<file path="src/rtl/uart_alu_packet_parser.sv">
// uart_alu_packet_parser: splits the uart_rx byte stream into command packets.
// Header: opcode, reserved byte, 16-bit little-endian total length (includes the 4 header bytes).
// Arithmetic opcodes (0x01..0x0F) become little-endian operand words on a valid/ready port;
// opcode 0xEC echoes its payload to the tx path; anything else is drained and flagged on err_o.
// Optional inter-byte timeout: define UART_ALU_PARSER_TIMEOUT_EN.
module uart_alu_packet_parser #(
  parameter int unsigned OPERAND_WIDTH  = 32,
  parameter int unsigned TIMEOUT_CYCLES = 65535
) (
  input  logic                     clk_i,
  input  logic                     reset_i,
  input  logic [7:0]               s_axis_tdata_i,
  input  logic                     s_axis_tvalid_i,
  output logic                     s_axis_tready_o,
  output logic [7:0]               m_opcode_o,
  output logic [OPERAND_WIDTH-1:0] m_operand_o,
  output logic                     m_valid_o,
  output logic                     m_last_o,
  input  logic                     m_ready_i,
  output logic [7:0]               echo_tdata_o,
  output logic                     echo_tvalid_o,
  output logic                     echo_tlast_o,
  input  logic                     echo_tready_i,
  output logic                     err_o
);

  localparam int unsigned BYTES   = OPERAND_WIDTH / 8;
  localparam int unsigned KW      = (BYTES > 1) ? $clog2(BYTES) : 1;
  localparam logic [7:0]  OP_ECHO = 8'hEC;

  typedef enum logic [2:0] {
    S_IDLE, S_RSVD, S_LEN_LO, S_LEN_HI, S_OPERAND, S_EMIT, S_ECHO, S_DRAIN
  } state_t;

  // Reject parameter sets the byte packing cannot represent.
  if ((OPERAND_WIDTH == 0) || ((OPERAND_WIDTH % 8) != 0) || (TIMEOUT_CYCLES == 0)) begin : g_bad_cfg
    $error("uart_alu_packet_parser: OPERAND_WIDTH must be a nonzero multiple of 8, TIMEOUT_CYCLES nonzero");
  end

  state_t                   r_state;
  state_t                   w_next;
  logic [7:0]               r_opcode;
  logic [7:0]               r_len_lo;
  logic [15:0]              r_remaining;
  logic [OPERAND_WIDTH-1:0] r_operand;
  logic [KW-1:0]            r_k;
  logic                     r_valid;
  logic                     r_last;
  logic                     r_err;
  logic [15:0]              w_len;
  logic [15:0]              w_rem_load;
  logic                     w_tready;
  logic                     w_accept;
  logic                     w_err;
  logic                     w_timeout;
  logic                     w_word_done;
  logic                     w_rem_one;
  logic                     w_arith_op;
  logic                     w_len_ok;

  assign w_len       = {s_axis_tdata_i, r_len_lo};
  assign w_rem_load  = w_len - 16'd4;
  assign w_word_done = (r_k == KW'(BYTES - 1));
  assign w_rem_one   = (r_remaining == 16'd1);
  assign w_arith_op  = (r_opcode[7:4] == 4'd0) && (r_opcode[3:0] != 4'd0);
  assign w_len_ok    = (w_rem_load >= 16'(BYTES)) && ((w_rem_load % 16'(BYTES)) == 16'd0);
  assign w_accept    = s_axis_tvalid_i && w_tready;

  assign s_axis_tready_o = w_tready;
  assign m_opcode_o      = r_opcode;
  assign m_operand_o     = r_operand;
  assign m_valid_o       = r_valid;
  assign m_last_o        = r_last;
  assign err_o           = r_err;

`ifdef UART_ALU_PARSER_TIMEOUT_EN
  localparam int unsigned TW = $clog2(TIMEOUT_CYCLES + 1);

  logic [TW-1:0] r_idle_cnt;
  logic          w_tmo_state;

  assign w_tmo_state = (r_state != S_IDLE) && (r_state != S_EMIT);
  assign w_timeout   = w_tmo_state && !w_accept && (r_idle_cnt == TW'(TIMEOUT_CYCLES - 1));

  // Idle-cycle counter between payload bytes; cleared by any accepted byte.
  always_ff @(posedge clk_i) begin
    if (reset_i || !w_tmo_state || w_accept || w_timeout) begin
      r_idle_cnt <= '0;
    end else begin
      r_idle_cnt <= r_idle_cnt + TW'(1);
    end
  end
`else
  assign w_timeout = 1'b0;
`endif

  // Byte-side handshake and the combinational echo pass-through.
  always_comb begin
    w_tready      = 1'b0;
    echo_tdata_o  = 8'd0;
    echo_tvalid_o = 1'b0;
    echo_tlast_o  = 1'b0;
    if (!reset_i) begin
      case (r_state)
        S_IDLE, S_RSVD, S_LEN_LO, S_LEN_HI, S_OPERAND, S_DRAIN: w_tready = 1'b1;
        S_ECHO: begin
          w_tready      = echo_tready_i;
          echo_tdata_o  = s_axis_tdata_i;
          echo_tvalid_o = s_axis_tvalid_i;
          echo_tlast_o  = w_rem_one;
        end
        default: w_tready = 1'b0;
      endcase
    end
  end

  // State register.
  always_ff @(posedge clk_i) begin
    if (reset_i) begin
      r_state <= S_IDLE;
    end else begin
      r_state <= w_next;
    end
  end

  // Next-state decode, including header classification on the length high byte.
  always_comb begin
    w_next = r_state;
    w_err  = 1'b0;
    case (r_state)
      S_IDLE:   if (w_accept) w_next = S_RSVD;
      S_RSVD:   if (w_accept) w_next = S_LEN_LO;
      S_LEN_LO: if (w_accept) w_next = S_LEN_HI;
      S_LEN_HI: begin
        if (w_accept) begin
          if (w_len < 16'd4) begin
            w_err  = 1'b1;
            w_next = S_IDLE;
          end else if (r_opcode == OP_ECHO) begin
            w_next = (w_rem_load == 16'd0) ? S_IDLE : S_ECHO;
          end else if (w_arith_op && w_len_ok) begin
            w_next = S_OPERAND;
          end else begin
            w_err  = 1'b1;
            w_next = (w_rem_load != 16'd0) ? S_DRAIN : S_IDLE;
          end
        end
      end
      S_OPERAND: if (w_accept && w_word_done) w_next = S_EMIT;
      S_EMIT:    if (m_ready_i) w_next = r_last ? S_IDLE : S_OPERAND;
      S_ECHO, S_DRAIN: if (w_accept && w_rem_one) w_next = S_IDLE;
      default:   w_next = S_IDLE;
    endcase
    if (w_timeout) begin
      w_err  = 1'b1;
      w_next = S_IDLE;
    end
  end

  // Header fields, payload counter, operand assembly and the ALU-side word register.
  always_ff @(posedge clk_i) begin
    if (reset_i) begin
      r_opcode    <= 8'd0;
      r_len_lo    <= 8'd0;
      r_remaining <= 16'd0;
      r_operand   <= '0;
      r_k         <= '0;
      r_valid     <= 1'b0;
      r_last      <= 1'b0;
      r_err       <= 1'b0;
    end else begin
      r_err <= w_err;
      case (r_state)
        S_IDLE:   if (w_accept) r_opcode <= s_axis_tdata_i;
        S_LEN_LO: if (w_accept) r_len_lo <= s_axis_tdata_i;
        S_LEN_HI: begin
          if (w_accept) begin
            r_remaining <= w_rem_load;
            r_k         <= '0;
          end
        end
        S_OPERAND: begin
          if (w_accept) begin
            for (int unsigned b = 0; b < BYTES; b++) begin
              if (r_k == KW'(b)) r_operand[8*b +: 8] <= s_axis_tdata_i;
            end
            r_remaining <= r_remaining - 16'd1;
            if (w_word_done) begin
              r_k     <= '0;
              r_valid <= 1'b1;
              r_last  <= w_rem_one;
            end else begin
              r_k <= r_k + KW'(1);
            end
          end
        end
        S_EMIT: begin
          if (m_ready_i) begin
            r_valid <= 1'b0;
            r_last  <= 1'b0;
          end
        end
        S_ECHO, S_DRAIN: if (w_accept) r_remaining <= r_remaining - 16'd1;
        default: ;
      endcase
      if (w_timeout) begin
        r_operand <= '0;
        r_k       <= '0;
      end
    end
  end

endmodule

</file>
<file path="config.mk">
export PLATFORM = sky130hd
export DESIGN_NAME = uart_alu_packet_parser
export DESIGN_NICKNAME = d
export VERILOG_FILES = /design/src/rtl/uart_alu_packet_parser.sv
export SDC_FILE = /design/constraint.sdc
export NUM_CORES = 1
export LEC_CHECK = 0
export ABC_CLOCK_PERIOD_IN_PS = 2800
export CAP_MARGIN = 20
export CORE_MARGIN = 2
export CORE_UTILIZATION = 53
export DETAILED_ROUTE_END_ITERATION = 8
export PLACE_DENSITY = 0.8
export SYNTH_ARGS = -nofsm -noshare
export SYNTH_HDL_FRONTEND = slang
export SYNTH_SLANG_ARGS = --single-unit
</file>
<file path="constraint.sdc">
create_clock -name clk_i -period 2.8 [get_ports clk_i]
set_input_delay 0.42 -clock clk_i [delete_from_list [all_inputs] [get_ports clk_i]]
set_output_delay 0.42 -clock clk_i [all_outputs]
set_load 0.005 [all_outputs]
</file>
==> metrics.txt <==
# TYPE chip_impl_metric gauge
chip_impl_metric{name="cts-root-to-sink-buffers",unit=""} 2
chip_impl_metric{name="antenna_found_initial",unit=""} 0
chip_impl_metric{name="overflow",unit=""} 0
chip_impl_metric{name="place_congestion",unit=""} 0.887
chip_impl_info{name="post_synth_main_area_contributors",value="dfxtp_1 37%, a21oi_1 7.0%, nand3_1 5.6%, nand2_1 5.5%, mux2i_1 4.1%"} 1
chip_impl_metric{name="synthDistinctLibCells",unit=""} 57
chip_impl_metric{name="synthArstFlopShare",unit="%"} 0
chip_impl_metric{name="fp.dieArea",unit="mm²"} 0.00809
chip_impl_metric{name="path_clk_slew",unit="ps"} 90
chip_impl_metric{name="synth_simple_gate_area_share",unit="%"} 28.6
chip_impl_info{name="outcome",value="complete, no violations"} 1
chip_impl_metric{name="cts.sink_count",unit=""} 72
chip_impl_metric{name="route.antenna.remaining_nets",unit=""} 0
chip_impl_metric{name="core.rowCount",unit=""} 31
chip_impl_info{name="timing.hold.worst.class",value="flip-flop to flip-flop"} 1
chip_impl_metric{name="timing.slew.headroom",unit="%"} 44.0
chip_impl_metric{name="required",unit="ps"} 3030
chip_impl_metric{name="area.sequential",unit="mm²"} 0.00144
chip_impl_metric{name="synth_xor_area_share",unit="%"} 1.57
chip_impl_metric{name="tightest_slew",unit="ps"} 840
chip_impl_metric{name="num-fill-cells",unit=""} 633
chip_impl_metric{name="power_density",unit="mW/mm²"} 532
chip_impl_metric{name="synth-edff-count",unit=""} 0
chip_impl_metric{name="detailed_route_iter0_violations",unit=""} 308
chip_impl_metric{name="die_h",unit="µm"} 89.9
chip_impl_info{name="top_cells_by_count_synth",value="72 x dfxtp_1, 57 x nand2_1, 55 x a21oi_1"} 1
chip_impl_metric{name="timing.reg2reg.setup_slack",unit="ps"} 120
chip_impl_metric{name="post_route_cells_drive_above_1_share",unit="%"} 9.40
chip_impl_info{name="crit_chain",value="inv_1 > ha_1 > or4b_4 > o41ai_4 > o2111ai_2 > a2111oi_0 > o22ai_1"} 1
chip_impl_metric{name="finalWorstSetupSlack",unit="ps"} 122
chip_impl_info{name="grt_setup_unrepaired",value="false"} 1
chip_impl_metric{name="worst-path-max-fanout",unit=""} 9
chip_impl_info{name="ys_dominant_reg_cell",value="dfxtp_1"} 1
chip_impl_metric{name="grt_usage",unit="%"} 28.0
chip_impl_metric{name="synth_largest_type_area_fraction",unit="%"} 36.8
chip_impl_info{name="clockRootBuffer",value="clkbuf_8"} 1
chip_impl_metric{name="nNetsFinal",unit=""} 581
chip_impl_metric{name="grt_first_pass_wirelength",unit="µm"} 18600
chip_impl_metric{name="vdd.ir_drop.worst",unit="V"} 0.000325
chip_impl_info{name="critPathLaunchType",value="flip-flop"} 1
chip_impl_metric{name="detail_route.wirelength",unit="µm"} 11400
chip_impl_info{name="cts_tree",value="built"} 1
chip_impl_metric{name="largest_net_degree_at_the_start_of_global_routing",unit=""} 38
chip_impl_metric{name="worst_r2r_path_depth",unit=""} 7
chip_impl_info{name="worstSetupPathType",value="flip-flop to flip-flop"} 1
chip_impl_metric{name="final_min_period_over_clock_period",unit="%"} 95.7
chip_impl_metric{name="n_antenna_cell",unit=""} 0
chip_impl_metric{name="drc",unit=""} 0
chip_impl_info{name="post-synth-top-count-cell",value="dfxtp_1"} 1
chip_impl_metric{name="clock_tree.htree_level_count",unit=""} 3
chip_impl_metric{name="vias_per_cell",unit=""} 6.05
chip_impl_info{name="dominant_combinational_cell_family_by_area_after_synthesis",value="simple AND/OR/NAND/NOR gates"} 1
chip_impl_info{name="yosysTopAreaCell",value="dfxtp_1"} 1
chip_impl_metric{name="drt_pass1_iterations",unit=""} 6
chip_impl_info{name="critical_path.reg2reg.endpoint",value="r_state[2]$_SDFFE_PP0P_"} 1
chip_impl_metric{name="core_region_area",unit="mm²"} 0.00721
chip_impl_metric{name="cts_post_setup_buffers_inserted",unit=""} 0
chip_impl_metric{name="synth.net_count",unit=""} 525
chip_impl_metric{name="vias",unit=""} 4009
chip_impl_metric{name="multi_input_comb_area",unit="mm²"} 0.00225
chip_impl_metric{name="slew_violations",unit=""} 0
chip_impl_metric{name="yosys_warnings",unit=""} 0
chip_impl_metric{name="synth_compound_gate_area_share",unit="%"} 20.1
chip_impl_metric{name="clock-skew-final",unit="ps"} 13.0
chip_impl_metric{name="placement.io_buffers",unit=""} 66
chip_impl_metric{name="cp_slowest_stage_delay",unit="ps"} 550
chip_impl_metric{name="worstPathArrival",unit="ps"} 2910
chip_impl_info{name="worstSetupEndpoint",value="r_state[2]$_SDFFE_PP0P_"} 1
chip_impl_metric{name="syn_area",unit="mm²"} 0.00391
chip_impl_metric{name="synth_sequential_area_ratio",unit="%"} 36.8
chip_impl_metric{name="finalHoldViolations",unit=""} 0
chip_impl_info{name="timing.critical_path.from",value="r_len_lo[2]$_SDFFE_PP0P_"} 1
chip_impl_metric{name="die-width",unit="µm"} 89.9
chip_impl_metric{name="cts.hold.buffers_added",unit=""} 0
chip_impl_metric{name="dp_hpwl",unit="µm"} 7760
chip_impl_metric{name="report.final.setup_viol",unit=""} 0
chip_impl_metric{name="ff_latch_count_synth",unit=""} 72
chip_impl_info{name="reg2reg_from",value="r_len_lo[2]$_SDFFE_PP0P_"} 1
chip_impl_metric{name="clock_buffers_created_by_tritoncts",unit=""} 9
chip_impl_metric{name="syn_area_per_cell",unit="µm²"} 7.78
chip_impl_metric{name="initial_core_util",unit="%"} 54.2
chip_impl_metric{name="netlist_instances",unit=""} 503
chip_impl_metric{name="synth_adder_area_share",unit="%"} 2.88
chip_impl_metric{name="area_growth_syn_to_layout",unit="%"} 25.2
chip_impl_metric{name="routedWlPerCell",unit="µm"} 17.2
chip_impl_metric{name="leakage_power_of_the_design",unit="µW"} 0.00178
chip_impl_metric{name="muxShareOfSynthArea",unit="%"} 4.09
chip_impl_metric{name="tns",unit="ps"} 0
chip_impl_info{name="endpoint_kind",value="flip-flop"} 1
chip_impl_metric{name="finalPower",unit="µW"} 2610
chip_impl_metric{name="floorplan.io_pins",unit=""} 67
chip_impl_metric{name="drv_cap",unit=""} 0
chip_impl_metric{name="clkLatencyLatePin",unit="ps"} 360
chip_impl_metric{name="preCtsSetupSlack",unit="ps"} 156
chip_impl_metric{name="max_freq",unit="MHz"} 373
chip_impl_info{name="max_stage_delay_cell_worst_path",value="or4b_4"} 1
chip_impl_metric{name="number_of_global_route_vias_before_repair",unit=""} 3726
chip_impl_metric{name="finalCriticalPeriod",unit="ps"} 2680
## worst min path at each step
stage                                       startpoint                           end  slack (ps)  cells after the start
final                     m_operand_o[17]$_SDFFE_PP0P_  m_operand_o[17]$_SDFFE_PP0P_         460                      2
after global routing       m_operand_o[1]$_SDFFE_PP0P_   m_operand_o[1]$_SDFFE_PP0P_         470                      2
after CTS                 m_operand_o[17]$_SDFFE_PP0P_  m_operand_o[17]$_SDFFE_PP0P_         460                      2
after detailed placement  m_operand_o[17]$_SDFFE_PP0P_  m_operand_o[17]$_SDFFE_PP0P_         450                      2
after global placement    m_operand_o[28]$_SDFFE_PP0P_  m_operand_o[28]$_SDFFE_PP0P_         450                      2
after floorplan            m_operand_o[0]$_SDFFE_PP0P_   m_operand_o[0]$_SDFFE_PP0P_         450                      2
## kinds of logic (layout without fill, tap and decap cells)
family                   count (synthesis)  after routing
flip-flops                              72             72
AO/OA/AOI/OAI                          123            123
adder cells (fa/ha/maj)                  9              9
AND/OR/NAND/NOR                        219            219
buffers and inverters                   57            118
multiplexers                            16             16
XOR/XNOR                                 7              7
## flip-flops by register name (all words and copies together), names as in the netlist
signal / count
r_len_lo: 8
m_opcode_o: 8
r_k: 2
r_remaining: 16
m_last_o: 1
err_o: 1
m_valid_o: 1
m_operand_o: 32
r_state: 3
## cells in the final DEF (no fill, tap or decap), drive strengths merged, types with 11 or more instances in the layout
cell and instances:
clkdlybuf4s50 65, inv 16, nand2 57, nor3 12, nor2 40, a21oi 55, mux2i 16, o21ai 18
nand3 44, dfxtp 72, buf 25, nor4 11
## where the power goes
part / internal (µW) / switching [µW] / total [µW] / leakage [µW]
sequential: 1070 / 62.9 / 1140 / 0.000582
clock: 338 / 452 / 790 / 0.0000888
combinational: 275 / 403 / 679 / 0.00110
## cell type report
| cell class | instances | share of cell area, % |
|---|---|---|
| multi-input combinational | 374 | 46.0 |
| sequential | 72 | 29.4 |
| timing repair buffer | 90 | 17.3 |
| clock buffer | 9 | 2.53 |
| tap | 99 | 2.53 |
| clock inverter | 7 | 1.25 |
| inverter | 12 | 0.920 |
## per-layer routing
metal / vias to the layer above / track usage (%) / wire length [µm]
li1: 1917 / - / -
met1: 1927 / 38.2 / 5080
met2: 148 / 46.7 / 5510
met3: 17 / 3.19 / 641
met4: 0 / 8.97 / 144
met5: - / 0 / 0
## critical path: cells and delay by family, from the launching register on
kind	cells	cell delay, ps
AO/OA/AOI/OAI	4	1240
adder cells (fa/ha/maj)	1	240
buffers and inverters	1	120
flip-flops	1	390
AND/OR/NAND/NOR	1	550
## repair_timing
| action | in CTS | in global routing |
|---|---|---|
| gates resized for setup | 0 | 1 |
| endpoints found under the hold margin | 0 | 0 |
| endpoints found under the setup margin | 0 | 1 |
## per-stage QoR
step / util (%) / hold WS [ps] / instance area [µm²] / instances
2_1_floorplan: - / 453 / 3910 / 503
3_3_place_gp: 65.2 / 446 / 4710 / 647
3_5_place_dp: 65.2 / 446 / 4710 / 647
4_1_cts: 67.8 / 459 / 4890 / 663
5_1_grt: 67.9 / 473 / 4900 / 663
6_report: 67.9 / 459 / 4900 / 663
Power figures use the tool's default switching activity.
